`src/rtl/pipe_elastic_buffer.sv`:
```
// pipe_elastic_buffer: elastic pipeline register with a DEPTH-entry skid FIFO.
// Upstream and downstream use independent valid/ready handshakes. in_ready and
// out_valid come straight from registers, so no combinational path runs from
// out_ready to in_ready or from in_data to out_data.
// An empty buffer presents BUBBLE on out_data.
// Optional build macro PIPE_BUF_STATS_EN adds the stall_cycles and
// high_water statistics outputs.
module pipe_elastic_buffer #(
  parameter int               WIDTH  = 32,
  parameter int               DEPTH  = 2,
  parameter logic [WIDTH-1:0] BUBBLE = {WIDTH{1'b0}}
) (
  input  logic                       clk,
  input  logic                       rst_n,
  input  logic                       flush,
  input  logic                       in_valid,
  output logic                       in_ready,
  input  logic [WIDTH-1:0]           in_data,
  output logic                       out_valid,
  input  logic                       out_ready,
  output logic [WIDTH-1:0]           out_data,
  output logic [$clog2(DEPTH+1)-1:0] count
`ifdef PIPE_BUF_STATS_EN
  ,
  output logic [31:0]                stall_cycles,
  output logic [$clog2(DEPTH+1)-1:0] high_water
`endif
);

  localparam int              CW       = $clog2(DEPTH + 1);
  localparam int              PW       = (DEPTH > 1) ? $clog2(DEPTH) : 1;
  localparam logic [CW-1:0]   DEPTH_C  = CW'(DEPTH);
  localparam logic [PW-1:0]   LAST_PTR = PW'(DEPTH - 1);

  logic [WIDTH-1:0] mem_r [DEPTH];
  logic [PW-1:0]    wr_ptr_r;
  logic [PW-1:0]    rd_ptr_r;
  logic [PW-1:0]    wr_ptr_next_s;
  logic [PW-1:0]    rd_ptr_next_s;
  logic [CW-1:0]    count_r;
  logic [CW-1:0]    count_next_s;
  logic             in_ready_r;
  logic             out_valid_r;
  logic             push_s;
  logic             pop_s;

  // Pointer advance with an explicit wrap so non-power-of-2 depths work.
  function automatic logic [PW-1:0] ptr_inc(input logic [PW-1:0] ptr);
    if (ptr == LAST_PTR) begin
      return {PW{1'b0}};
    end else begin
      return ptr + PW'(1);
    end
  endfunction

  // Handshake decode and next-state for pointers and occupancy; flush wins.
  always_comb begin
    push_s        = in_valid && in_ready_r && !flush;
    pop_s         = out_valid_r && out_ready && !flush;
    wr_ptr_next_s = wr_ptr_r;
    rd_ptr_next_s = rd_ptr_r;
    count_next_s  = count_r;
    if (flush) begin
      wr_ptr_next_s = {PW{1'b0}};
      rd_ptr_next_s = {PW{1'b0}};
      count_next_s  = {CW{1'b0}};
    end else begin
      if (push_s) begin
        wr_ptr_next_s = ptr_inc(wr_ptr_r);
      end else begin
        wr_ptr_next_s = wr_ptr_r;
      end
      if (pop_s) begin
        rd_ptr_next_s = ptr_inc(rd_ptr_r);
      end else begin
        rd_ptr_next_s = rd_ptr_r;
      end
      case ({push_s, pop_s})
        2'b10:   count_next_s = count_r + CW'(1);
        2'b01:   count_next_s = count_r - CW'(1);
        default: count_next_s = count_r;
      endcase
    end
  end

  // Control state; ready/valid flags are precomputed from the next occupancy.
  always_ff @(posedge clk or negedge rst_n) begin
    if (!rst_n) begin
      wr_ptr_r    <= {PW{1'b0}};
      rd_ptr_r    <= {PW{1'b0}};
      count_r     <= {CW{1'b0}};
      in_ready_r  <= 1'b1;
      out_valid_r <= 1'b0;
    end else begin
      wr_ptr_r    <= wr_ptr_next_s;
      rd_ptr_r    <= rd_ptr_next_s;
      count_r     <= count_next_s;
      in_ready_r  <= (count_next_s != DEPTH_C);
      out_valid_r <= (count_next_s != {CW{1'b0}});
    end
  end

  // Payload storage; contents are don't-care until written, so no reset.
  always_ff @(posedge clk) begin
    if (push_s) begin
      mem_r[wr_ptr_r] <= in_data;
    end
  end

  assign in_ready  = in_ready_r;
  assign out_valid = out_valid_r;
  assign count     = count_r;
  assign out_data  = out_valid_r ? mem_r[rd_ptr_r] : BUBBLE;

`ifdef PIPE_BUF_STATS_EN
  logic [31:0]   stall_cycles_r;
  logic [CW-1:0] high_water_r;

  // Saturating count of cycles where the head is offered but not taken.
  always_ff @(posedge clk or negedge rst_n) begin
    if (!rst_n) begin
      stall_cycles_r <= 32'd0;
    end else if (out_valid_r && !out_ready && (stall_cycles_r != 32'hFFFF_FFFF)) begin
      stall_cycles_r <= stall_cycles_r + 32'd1;
    end
  end

  // Peak occupancy since reset; flush intentionally leaves it untouched.
  always_ff @(posedge clk or negedge rst_n) begin
    if (!rst_n) begin
      high_water_r <= {CW{1'b0}};
    end else if (count_next_s > high_water_r) begin
      high_water_r <= count_next_s;
    end
  end

  assign stall_cycles = stall_cycles_r;
  assign high_water   = high_water_r;
`endif

endmodule

```
`config.mk`:
```
export PLATFORM = sky130hd
export DESIGN_NAME = pipe_elastic_buffer
export DESIGN_NICKNAME = d
export VERILOG_FILES = /design/src/rtl/pipe_elastic_buffer.sv
export SDC_FILE = /design/constraint.sdc
export NUM_CORES = 1
export LEC_CHECK = 0
export ABC_CLOCK_PERIOD_IN_PS = 2900
export CORE_ASPECT_RATIO = 0.7
export CORE_MARGIN = 3
export CORE_UTILIZATION = 35
export CTS_BUF_LIST = sky130_fd_sc_hd__clkbuf_4
export CTS_CLUSTER_DIAMETER = 80
export DETAILED_ROUTE_END_ITERATION = 6
export GPL_TIMING_DRIVEN = 0
export PLACE_DENSITY_LB_ADDON = 0.3
export SYNTH_ARGS = -nofsm -noshare
export SYNTH_HDL_FRONTEND = slang
export SYNTH_SLANG_ARGS = --single-unit
```
`constraint.sdc`:
```
create_clock -name clk -period 2.9 [get_ports clk]
set_clock_uncertainty 0.2 [all_clocks]
set_input_delay 0.29 -clock clk [delete_from_list [all_inputs] [get_ports clk]]
set_output_delay 0.29 -clock clk [all_outputs]
set_load 0.01 [all_outputs]
```
* Yosys cells after proc, flatten, opt, wreduce, memory -nomap -nowiden *
Memory sizes are Yosys's and may differ from the RTL's.
Cells that the tools add are included.

word-level totals
  memory bits (writable) = 64
  word-level logic and storage cells = 32
  memories = 1
  output and inout port bits = 36
  bits of input ports = 37
  bits in registers = 6

memory list
  memory  depth  bits a word  rd ports  clocked after memory_dff  write ports  RTL line  RTL
  mem_r   2      32           1         0                         1            35        logic [WIDTH-1:0] mem_r [DEPTH];

cells by class
  reductions and logical operators = 8
  equal/unequal tests = 3
  add/sub/neg operators = 4
  muxes and demuxes = 11

operator list
  operator                                             count
  two-way mux 32 bit                                   1
  two-way mux 1 bit                                    8
  nonzero test 2 bit                                   3
  logical AND 1 bit                                    4
  case mux 2 bit (2 select lines)                      1
  adder 1 bit, second input constant                   2
  adder 2 x 1 -> 2 bit, second input constant          1
  equality test 2 x 1 -> 1 bit, second input constant  1
  equality test 2 bit, second input constant           1
  two-way mux 2 bit                                    1
  != test 2 bit, second input constant                 1
  subtractor 2 x 1 -> 2 bit, second input constant     1
  logical NOT 1 bit                                    1

* Longest topological paths before layout *
Gate-level depths: netlist of run 1.

  word-level depth = 6
  gate-level depth with buffers = 6
  depth with buffers taken out = 6

* Worst setup path before layout of run 1 *
OpenSTA, ideal clock, no wires.

  path kind = flip-flop to flip-flop
  from = reg in_ready_r (netlist: in_ready)
  to = mem mem_r[0][0], enable pin
  setup time = 421 ps
  path slack = 8 ps
  data arrival time = 2,271 ps
  period minus slack after synthesis = 2,892 ps
  required time = 2,279 ps
  buffers on the path = 0
  cell stages (with the launch flop) = 4
  path through = dfstp_2 > nand2_1 > or2_2 > nor2_1

between the ends
  cells in the longest elaborated chain, start to end = 4

ends and longest elaborated chain
  what                                     RTL line  RTL
  start, declared                          42        logic in_ready_r;
  start signal, assigned                   98        in_ready_r <= (count_next_s != DEPTH_C);
  logical AND 1 bit (2 in a row)           58        push_s = in_valid && in_ready_r && !flush;
  two-way mux 1 bit                        105       if (push_s) begin
  two-way mux 1 bit (implied by the code)  106       mem_r[wr_ptr_r] <= in_data;
  end, declared                            35

Every way passes these cells.

* Worst setup path in the final report of run 1 *
  from = reg out_valid_r (netlist: out_valid)
  to = out out_data[13]

between the ends
  cells in the longest elaborated chain, start to end = 1

ends and longest elaborated chain
  what                    RTL line  RTL
  start, declared         43        logic out_valid_r;
  start signal, assigned  99        out_valid_r <= (count_next_s != {CW{1'b0}});
  two-way mux 32 bit      113       assign out_data = out_valid_r ? mem_r[rd_ptr_r] : BUBBLE;
  end, declared           21        output logic [WIDTH-1:0] out_data,

Every way passes these cells.

==> summary.txt, run 1 <==
Multi-input gate area = 676.9 um^2
Maxcap violations = 0
Die H = 80.59 um
CTS Buf Count = 9
Worst hold stages = 1
Synthesized instance count = 166
Leakage = 0.001257 uW
Met1 Use GR = 15.38%
Root buf cell = clkbuf_4
Outcome = finished, final reports clean
Detail Placement HPWL = 3.436 mm
Post-DR vias/cell = 4.468
Synth Register Bits = 70
Vias = 1586
Max VDD drop = 0.0003441 V
GRT Util Overall = 11.90%
Initial detailed-routing violation count = 40
Die width = 112.6 um
Worst-path fanout max = 10
Critical path arrival = 2.06 ns
Worst r2r path cells = 6
Drt wl/cell = 14.23 um
Hold buffers post-CTS = 1
First-pass GRT wire length = 8.017 mm
Area added between synthesis and finish = 38.28%
Part of the Yosys area used for sequential elements = 74.54%
Final wirelength = 5.051 mm
Post-CTS resize count = 0
Pwr/cell area = 558.9 nW/um^2
Die ar. = 9070 um^2
Commonest non-fill, non-tap cell in the layout = clkdlybuf4s50_1
Critical path type = flip-flop to output pin
Nets = 290
Initial core utilization = 37.01%
Fmax achieved = 0.3923 GHz
IO Port Bufs = 72
Gr busiest metal = met2
Syn_area_per_cell = 16.76 um^2
CTS max path bufs = 2
WP data required = 2.41 ns
Largest net degree at the start of global routing = 32
Hold Crit Class = input pin to flip-flop
Max-Slew Margin vs Limit = 75.02%
Commonest cells after routing, fill and taps aside = clkdlybuf4s50_1, edfxtp_1, nor2b_1, mux2i_1, clkbuf_4
Vias in the first global route = 1602
Synth unique cells = 21
CTS tree = built
Worst slew pin tran = 0.3748 ns
IO Pins = 73
Core area = 7515 um^2
Clk_lat worst skew = 0.40 ns
Antenna violations before repair = 0
Antenna fix cells = 0
Post-Synthesis Cell Area = 2781 um^2
Antenna viol nets, final = 0
FF+latch area = 2073 um^2
Ratio of cells with drive above 1 in the final layout = 9.728%
Setup bufs post-CTS = 0
Setup violators final = 0
RSZ-0062 raised after global routing = no
Worst Setup Start Kind = flip-flop
Final Max Tran Viols = 0
Met2 Use GR = 17.20%
Min Tclk post-route = 2.549 ns
CTS H-Tree Depth = 3
Final core utilization = 51.18%
Grt total ovfl = 0
Warnings, synthesis = 0
Row count = 26
Pre-CTS setup slack = 0.4079 ns
Setup ws final = 0.3512 ns
Syn Nets = 204
# fillers = 645
Total power = 2150 uW
M3 GR Usage = 6.175%
DR pass1 iterations = 4
Final GP Congestion = 0.7426
Clk sinks = 70
Fin. Hold Viols = 0
Fin crit share = 87.89%
Clk slew on worst S/H paths = 0.11 ns
Type of destination of the critical path = output pin
DRC violations left = 0
[critical path, cell delays in order (launching register included)]
cell,delay (ns)
dfrtp_1,0.50
clkbuf_1,0.35
nor2b_1,0.23
clkdlybuf4s50_1,0.57
[state kept, by name (all words and copies together) (netlist names)]
name,cells
count,2
in_ready,1
mem_r,64
out_valid,1
rd_ptr_r,1
wr_ptr_r,1
[where the power goes]
part	total [uW]	internal, uW	switching [uW]
Clock	664	344	321
Sequential	1170	1150	16.1
Combinational	317	179	138
[final cells by class]
type	instances	share of cell area, %
flip-flops and latches	70	53.90
clock buffers	9	1.757
multi-input cells	87	17.60
plain buffers	7	1.008
repair buffers	75	20.04
well taps	98	3.188
clock inverters	7	2.310
inverters	2	0.1952
[per-layer routing]
layer  vias up  share of wire, %
li1        778                 -
met1       742                47
met2        57                44
met3         9               8.7
met4         0               1.1
met5         -                 0
[worst paths after layout]
| path | startpoint | endpoint | slack, ns |
|---|---|---|---|
| setup / recovery | out_valid | out_data[13] | 0.35 |
| hold / removal | in_data[31] | mem_r[1][31] | 0.26 |
| setup reg to reg | in_ready | in_ready | 0.71 |
| hold reg to reg | count[1] | out_valid | 0.39 |
| max in group asynchronous | rst_n | in_ready | 1.76 |
| min in group asynchronous | rst_n | count[0] | 0.48 |
[per-stage QoR]
step	hold WS [ns]	instance area (um^2)	std cells	TNS (ns)
floorplan	-0.2056	2781	166	0
global placement	0.3558	3625	336	-72.19
detailed placement	0.3511	3680	338	0
CTS	0.2200	3846	355	0
global route	0.1972	3846	355	0
finish	0.2560	3846	355	0
[Yosys cell counts, drive strengths merged]
cell	number	share of area (%)
a211oi	1	0.27
a21oi	1	0.18
a22oi	1	0.27
buf	4	0.99
clkbuf	3	0.40
dfrtp	5	4.5
dfstp	1	0.94
edfxtp	64	69
ha	1	0.45
inv	2	0.27
mux2i	32	12
nand2	2	0.27
nor2	5	0.67
nor2b	35	7.9
nor3	1	0.18
o21ai	1	0.18
or2	2	0.45
or3	1	0.23
xnor2	3	0.94
xor2	1	0.31
[kinds of logic (layout without fill, tap and decap cells)]
| group | count (synthesis) | after routing | synth area share, % |
|---|---|---|---|
| flops | 70 | 70 | 74.54 |
| simple gates | 46 | 46 | 9.672 |
| mux | 32 | 32 | 11.52 |
| buf+inv | 9 | 100 | 1.664 |
| compound gates | 4 | 4 | 0.8995 |
| xor+xnor | 4 | 4 | 1.260 |
| fa+ha+maj | 1 | 1 | 0.4498 |
(Power assumes the default switching activity.)
==> run 2: changes to the inputs <==
Settings changed: CORE_UTILIZATION 35 to 45, SLEW_MARGIN set to 40.
==> run 2 against run 1 <==
  * Design area increased by 0.55%
  * Cell count decreased by 6.5%
  * Clock-buffer cell count unchanged
  * Fmax increased by 2.2%
  * Clock power increased by 26%
  * Routed wire length decreased by 3.4%
  * Non-clock buffer count unchanged
  * Register-to-register slack about the same
  * Core utilization increased by 15 points
  * Die area decreased by 21%
==> summary.txt, run 2 (synthesis results as in run 1) <==
Critical path type = flip-flop to output pin (unchanged)
Final wirelength = 4.881 mm (was 5.051 mm)
CTS max path bufs = 2 (unchanged)
CTS tree = built (unchanged)
First-pass GRT wire length = 7.838 mm (was 8.017 mm)
Die ar. = 7175 um^2 (was 9070 um^2)
Antenna fix cells = 0 (unchanged)
Clk_lat worst skew = 0.38 ns (was 0.40 ns)
Die H = 71.78 um (was 80.59 um)
Worst hold stages = 1 (unchanged)
Min Tclk post-route = 2.493 ns (was 2.549 ns)
Critical path arrival = 2.00 ns (was 2.06 ns)
Worst Setup Start Kind = flip-flop (unchanged)
Reg2Reg Setup Slack = 0.72 ns (was 0.71 ns)
Nets = 290 (unchanged)
Largest net degree at the start of global routing = 20 (was 32)
Multi-input gate area = 676.9 um^2 (unchanged)
Outcome = finished, final reports clean (unchanged)
Setup bufs post-CTS = 0 (unchanged)
WP data required = 2.41 ns (about the same)
RSZ-0062 raised after global routing = no (unchanged)
Fin. Hold Viols = 0 (unchanged)
FF+latch area = 2073 um^2 (unchanged)
Core area = 5842 um^2 (was 7515 um^2)
Drt wl/cell = 14.70 um (was 14.23 um)
Die width = 99.97 um (was 112.6 um)
Grt total ovfl = 0 (unchanged)
Fmax achieved = 0.4011 GHz (was 0.3923 GHz)
Leakage = 0.001283 uW (was 0.001257 uW)
Initial detailed-routing violation count = 68 (was 40)
DRC violations left = 0 (unchanged)
DR pass1 iterations = 4 (unchanged)
Clk sinks = 70 (unchanged)
# fillers = 418 (was 645)
Max reg flops = 64 (unchanged)
Worst slew pin tran = 0.5464 ns (was 0.3748 ns)
CTS H-Tree Depth = 3 (unchanged)
IO Pins = 73 (unchanged)
Max-Slew Margin vs Limit = 63.49% (was 75.02%)
Worst r2r path cells = 6 (unchanged)
Hold endpoint = mem_r[1][1] (was mem_r[1][31])
Worst-path fanout max = 10 (unchanged)
Antenna violations before repair = 0 (unchanged)
Vias = 1583 (was 1586)
Worst reg2reg endpoint = in_ready (unchanged)
Ratio of cells with drive above 1 in the final layout = 9.728% (unchanged)
Max VDD drop = 0.0003463 V (was 0.0003441 V)
Hold buffers post-CTS = 1 (unchanged)
Commonest cells after routing, fill and taps aside = clkdlybuf4s50_1, edfxtp_1, nor2b_1, mux2i_1, clkbuf_4 (unchanged)
Post-DR vias/cell = 4.768 (was 4.468)
GRT Util Overall = 14.69% (was 11.90%)
Vias in the first global route = 1627 (was 1602)
Largest reg by FF count = mem_r (unchanged)
Maxcap violations = 0 (unchanged)
Hold Crit Class = input pin to flip-flop (unchanged)
Post-CTS resize count = 0 (unchanged)
Detail Placement HPWL = 3.421 mm (was 3.436 mm)
Row count = 23 (was 26)
Initial core utilization = 47.61% (was 37.01%)
Clk slew on worst S/H paths = 0.11 ns (about the same)
Commonest non-fill, non-tap cell in the layout = clkdlybuf4s50_1 (unchanged)
Fin crit share = 85.96% (was 87.89%)
Final GP Congestion = 0.7132 (was 0.7426)
Type of destination of the critical path = output pin (unchanged)
Min-delay src = in_data[1] (was in_data[31])
Antenna viol nets, final = 0 (unchanged)
IO Port Bufs = 72 (unchanged)
Final Max Tran Viols = 0 (unchanged)
Root buf cell = clkbuf_4 (unchanged)
FF-to-FF Start = in_ready (unchanged)
Area added between synthesis and finish = 39.05% (was 38.28%)
CTS Buf Count = 9 (unchanged)
Hold Slack = 0.2730 ns (was 0.2560 ns)
Setup_tns = 0 ns (unchanged)
Pwr/cell area = 600.5 nW/um^2 (was 558.9 nW/um^2)
Setup violators final = 0 (unchanged)
==> run 2: cell types whose count changed in the layout (fill, tap and decap cells not counted), sizes merged <==
| cell | delta |
|---|---|
| clkinv | -1 |
| bufinv | +2 |
| clkinvlp | -1 |
==> run 2: critical path, stage by stage, from the launching register on <==
cell and delay (ns):
dfrtp_1 0.50, clkbuf_1 0.34, nor2b_1 0.22, clkdlybuf4s50_1 0.56
==> run 2: worst max-delay path by stage <==
| stage | start | endpoint | slack [ns] | depth (start not counted) |
|---|---|---|---|---|
| after floorplan | in_ready | mem_r[0][0] | 0.008 | 3 |
| after global placement | flush | mem_r[1][24] | -1.11 | 3 |
| after detailed placement | flush | in_ready | 0.36 | 6 |
| after CTS | out_valid | out_data[2] | 0.32 | 3 |
| after global routing | out_valid | out_data[2] | 0.23 | 3 |
| final | out_valid | out_data[2] | 0.41 | 3 |
==> run 2: routing by layer <==
layer / vias to the layer above / wire, um / track usage, % / share of wire (%)
met4: 0 / 32 / 4.545 / 0.66
met1: 745 / 2191 / 19.04 / 45
met2: 54 / 2258 / 21.58 / 46
met3: 4 / 399 / 7.588 / 8.2
met5: - / 0 / 0 / 0
li1: 780 / - / - / -
==> run 2: power breakdown <==
| group | internal, uW | switching [uW] |
|---|---|---|
| clock | 520 | 318 |
| sequential | 1150 | 16.9 |
| combinational | 179 | 136 |
| total | 1850 | 471 |
==> run 2: final cells by class <==
class	count	share of cell area (%)
Timing Repair Buffer	75	19.99
Inverter	2	0.1941
Clock buffer	9	1.747
Tap cell	75	2.426
Clock inverter	7	3.526
Buffer	7	1.003
Multi-Input combinational cell	87	17.50
Sequential cell	70	53.61
==> run 2: through the flow <==
step / std cells / util (%) / power, uW / cell area [um^2] / setup WS (ns)
after floorplan: 166 / - / 1336 / 2781 / 0.008140
after global placement: 313 / 61.55 / 1496 / 3596 / -1.114
after detailed placement: 315 / 62.54 / 1511 / 3654 / 0.3566
after CTS: 332 / 66.20 / 2350 / 3867 / 0.3171
after global routing: 332 / 66.20 / 2434 / 3867 / 0.2289
final: 332 / 66.20 / 2322 / 3867 / 0.4072
==> run 3: changes to the inputs <==
Settings changed: GPL_TIMING_DRIVEN 0 to 1.
==> run 3 against run 2 <==
  * Combinational power down 4%
  * Clock-buffer cell count is 2 higher
  * Via count shrank 2.5%
  * First-iteration DRC count down 15%
  * Routed wire length shrank 0.88%
  * Critical path type unchanged
  * Largest power group unchanged
  * Highest routed layer unchanged
==> summary.txt, run 3 (synthesis results as in run 1) <==
Pwr/cell area = 528.4 nW/um^2 (was 600.5 nW/um^2)
Maxcap violations = 0 (unchanged)
Setup violators final = 0 (unchanged)
# fillers = 439 (was 418)
CTS Buf Count = 9 (unchanged)
Leakage = 0.001228 uW (was 0.001283 uW)
Die H = 71.78 um (unchanged)
IO Pins = 73 (unchanged)
Vias = 1544 (was 1583)
Initial core utilization = 47.61% (unchanged)
Setup_tns = 0 ns (unchanged)
Post-CTS resize count = 0 (unchanged)
Critical path arrival = 2.13 ns (was 2.00 ns)
Total power = 1975 uW (was 2322 uW)
Min Tclk post-route = 2.622 ns (was 2.493 ns)
FF-to-FF Start = out_valid (was in_ready)
Hold Crit Class = input pin to flip-flop (unchanged)
Worst reg2reg endpoint = in_ready (unchanged)
Final Max Tran Viols = 0 (unchanged)
Largest reg by FF count = mem_r (unchanged)
Clk slew on worst S/H paths = 0.11 ns (about the same)
Fin crit share = 90.42% (was 85.96%)
Worst slew pin tran = 0.6903 ns (was 0.5464 ns)
First-pass GRT wire length = 7.748 mm (was 7.838 mm)
Non-filler cells, final = 329 (was 332)
Critical path type = flip-flop to output pin (unchanged)
DRC violations left = 0 (unchanged)
Largest net degree at the start of global routing = 33 (was 20)
Drt wl/cell = 14.71 um (was 14.70 um)
Ratio of cells with drive above 1 in the final layout = 10.63% (was 9.728%)
Antenna violations before repair = 0 (unchanged)
Row count = 23 (unchanged)
Initial detailed-routing violation count = 58 (was 68)
Area added between synthesis and finish = 34.37% (was 39.05%)
IO Port Bufs = 72 (unchanged)
Worst Setup EP = out_data[22] (was out_data[2])
Type of destination of the critical path = output pin (unchanged)
Pre-CTS setup slack = 0.4293 ns (was 0.3566 ns)
RSZ-0062 raised after global routing = no (unchanged)
Clk sinks = 70 (unchanged)
Design area = 3737 um^2 (was 3867 um^2)
Core area = 5842 um^2 (unchanged)
Worst r2r path cells = 6 (unchanged)
Fin. Hold Viols = 0 (unchanged)
Final wirelength = 4.838 mm (was 4.881 mm)
Die width = 99.97 um (unchanged)
Worst-path fanout max = 21 (was 10)
Fmax achieved = 0.3813 GHz (was 0.4011 GHz)
Dpl cells = 312 (was 315)
Worst Setup Start Kind = flip-flop (unchanged)
WP data required = 2.41 ns (about the same)
Post-DR vias/cell = 4.693 (was 4.768)
Detail Placement HPWL = 3.166 mm (was 3.421 mm)
GRT Util Overall = 14.75% (was 14.69%)
Reg2Reg Setup Slack = 0.69 ns (was 0.72 ns)
Clk_lat worst skew = 0.39 ns (was 0.38 ns)
CTS H-Tree Depth = 3 (unchanged)
Commonest non-fill, non-tap cell in the layout = clkdlybuf4s50_1 (unchanged)
CTS max path bufs = 2 (unchanged)
Max reg flops = 64 (unchanged)
Die ar. = 7175 um^2 (unchanged)
DR pass1 iterations = 4 (unchanged)
Max VDD drop = 0.0003077 V (was 0.0003463 V)
Vias in the first global route = 1572 (was 1627)
Outcome = finished, final reports clean (unchanged)
Worst setup startpoint = out_valid (unchanged)
Antenna fix cells = 0 (unchanged)
Nets = 287 (was 290)
Antenna viol nets, final = 0 (unchanged)
Final GP Congestion = 0.8107 (was 0.7132)
Grt total ovfl = 0 (unchanged)
Max-Slew Margin vs Limit = 53.98% (was 63.49%)
Placed cell area = 3618 um^2 (was 3654 um^2)
Commonest cells after routing, fill and taps aside = clkdlybuf4s50_1, edfxtp_1, nor2b_1, mux2i_1, clkbuf_4 (unchanged)
CTS tree = built (unchanged)
Root buf cell = clkbuf_4 (unchanged)
Setup ws final = 0.2777 ns (was 0.4072 ns)
-- run 3: cell count changes in the layout (fill, tap and decap cells not counted), moves of 2 or more --
cell	previous run	this run
bufinv_16	4	0
clkinv_2	0	3
buf_4	3	6
clkbuf_1	3	0
clkbuf_4	9	11
-- run 3: per-stage QoR --
stage | util (%) | hold slack, ns
floorplan | - | -0.2056
global placement | 61.94 | 0.3551
detailed placement | 61.94 | 0.3609
CTS | 63.98 | 0.2312
global route | 63.98 | 0.2144
finish | 63.98 | 0.2657
-- run 3: power by group --
| part | total, uW | internal, uW | switching [uW] |
|---|---|---|---|
| combinational | 302 | 175 | 127 |
| sequential | 1180 | 1150 | 23.5 |
| clock | 497 | 189 | 308 |
| total | 1970 | 1520 | 459 |
-- run 3: worst max-delay path, stage by stage, from the launching register on --
cell and delay, ns:
dfrtp_1 0.80, buf_4 0.26, nor2b_1 0.14, clkdlybuf4s50_1 0.54
-- run 3: worst min path at each step --
stage / startpoint / endpoint / cells past startpoint
floorplan: rst_n / count[0] / 0
global placement: rst_n / wr_ptr_r / 1
detailed placement: rst_n / count[1] / 1
CTS: in_data[24] / mem_r[1][24] / 1
global route: in_data[2] / mem_r[0][2] / 1
finish: in_data[24] / mem_r[0][24] / 1
-- run 3: cell type report --
class | instances | area [um^2] | share of cell area (%)
multi-input cells | 87 | 676.9 | 18.11
inverters | 2 | 7.507 | 0.2009
clock inverters | 5 | 26.28 | 0.7030
repair buffers | 79 | 775.7 | 20.76
flip-flops and latches | 70 | 2074 | 55.51
clock buffers | 11 | 82.58 | 2.210
well taps | 75 | 93.84 | 2.511
-- run 3: repair_timing --
item,in CTS,in global routing
buffers inserted,0,0
hold endpoints to repair,5,0
hold buffers,1,0
-- run 3: layer usage --
| layer | wire (um) | track usage (%) | vias up | share of wire, % |
|---|---|---|---|---|
| met5 | 0 | 0 | - | 0 |
| met4 | 55 | 6.667 | 0 | 1.1 |
| met3 | 409 | 7.101 | 5 | 8.5 |
| met2 | 2247 | 22.47 | 47 | 46 |
| met1 | 2126 | 17.90 | 722 | 44 |
| li1 | - | - | 770 | - |
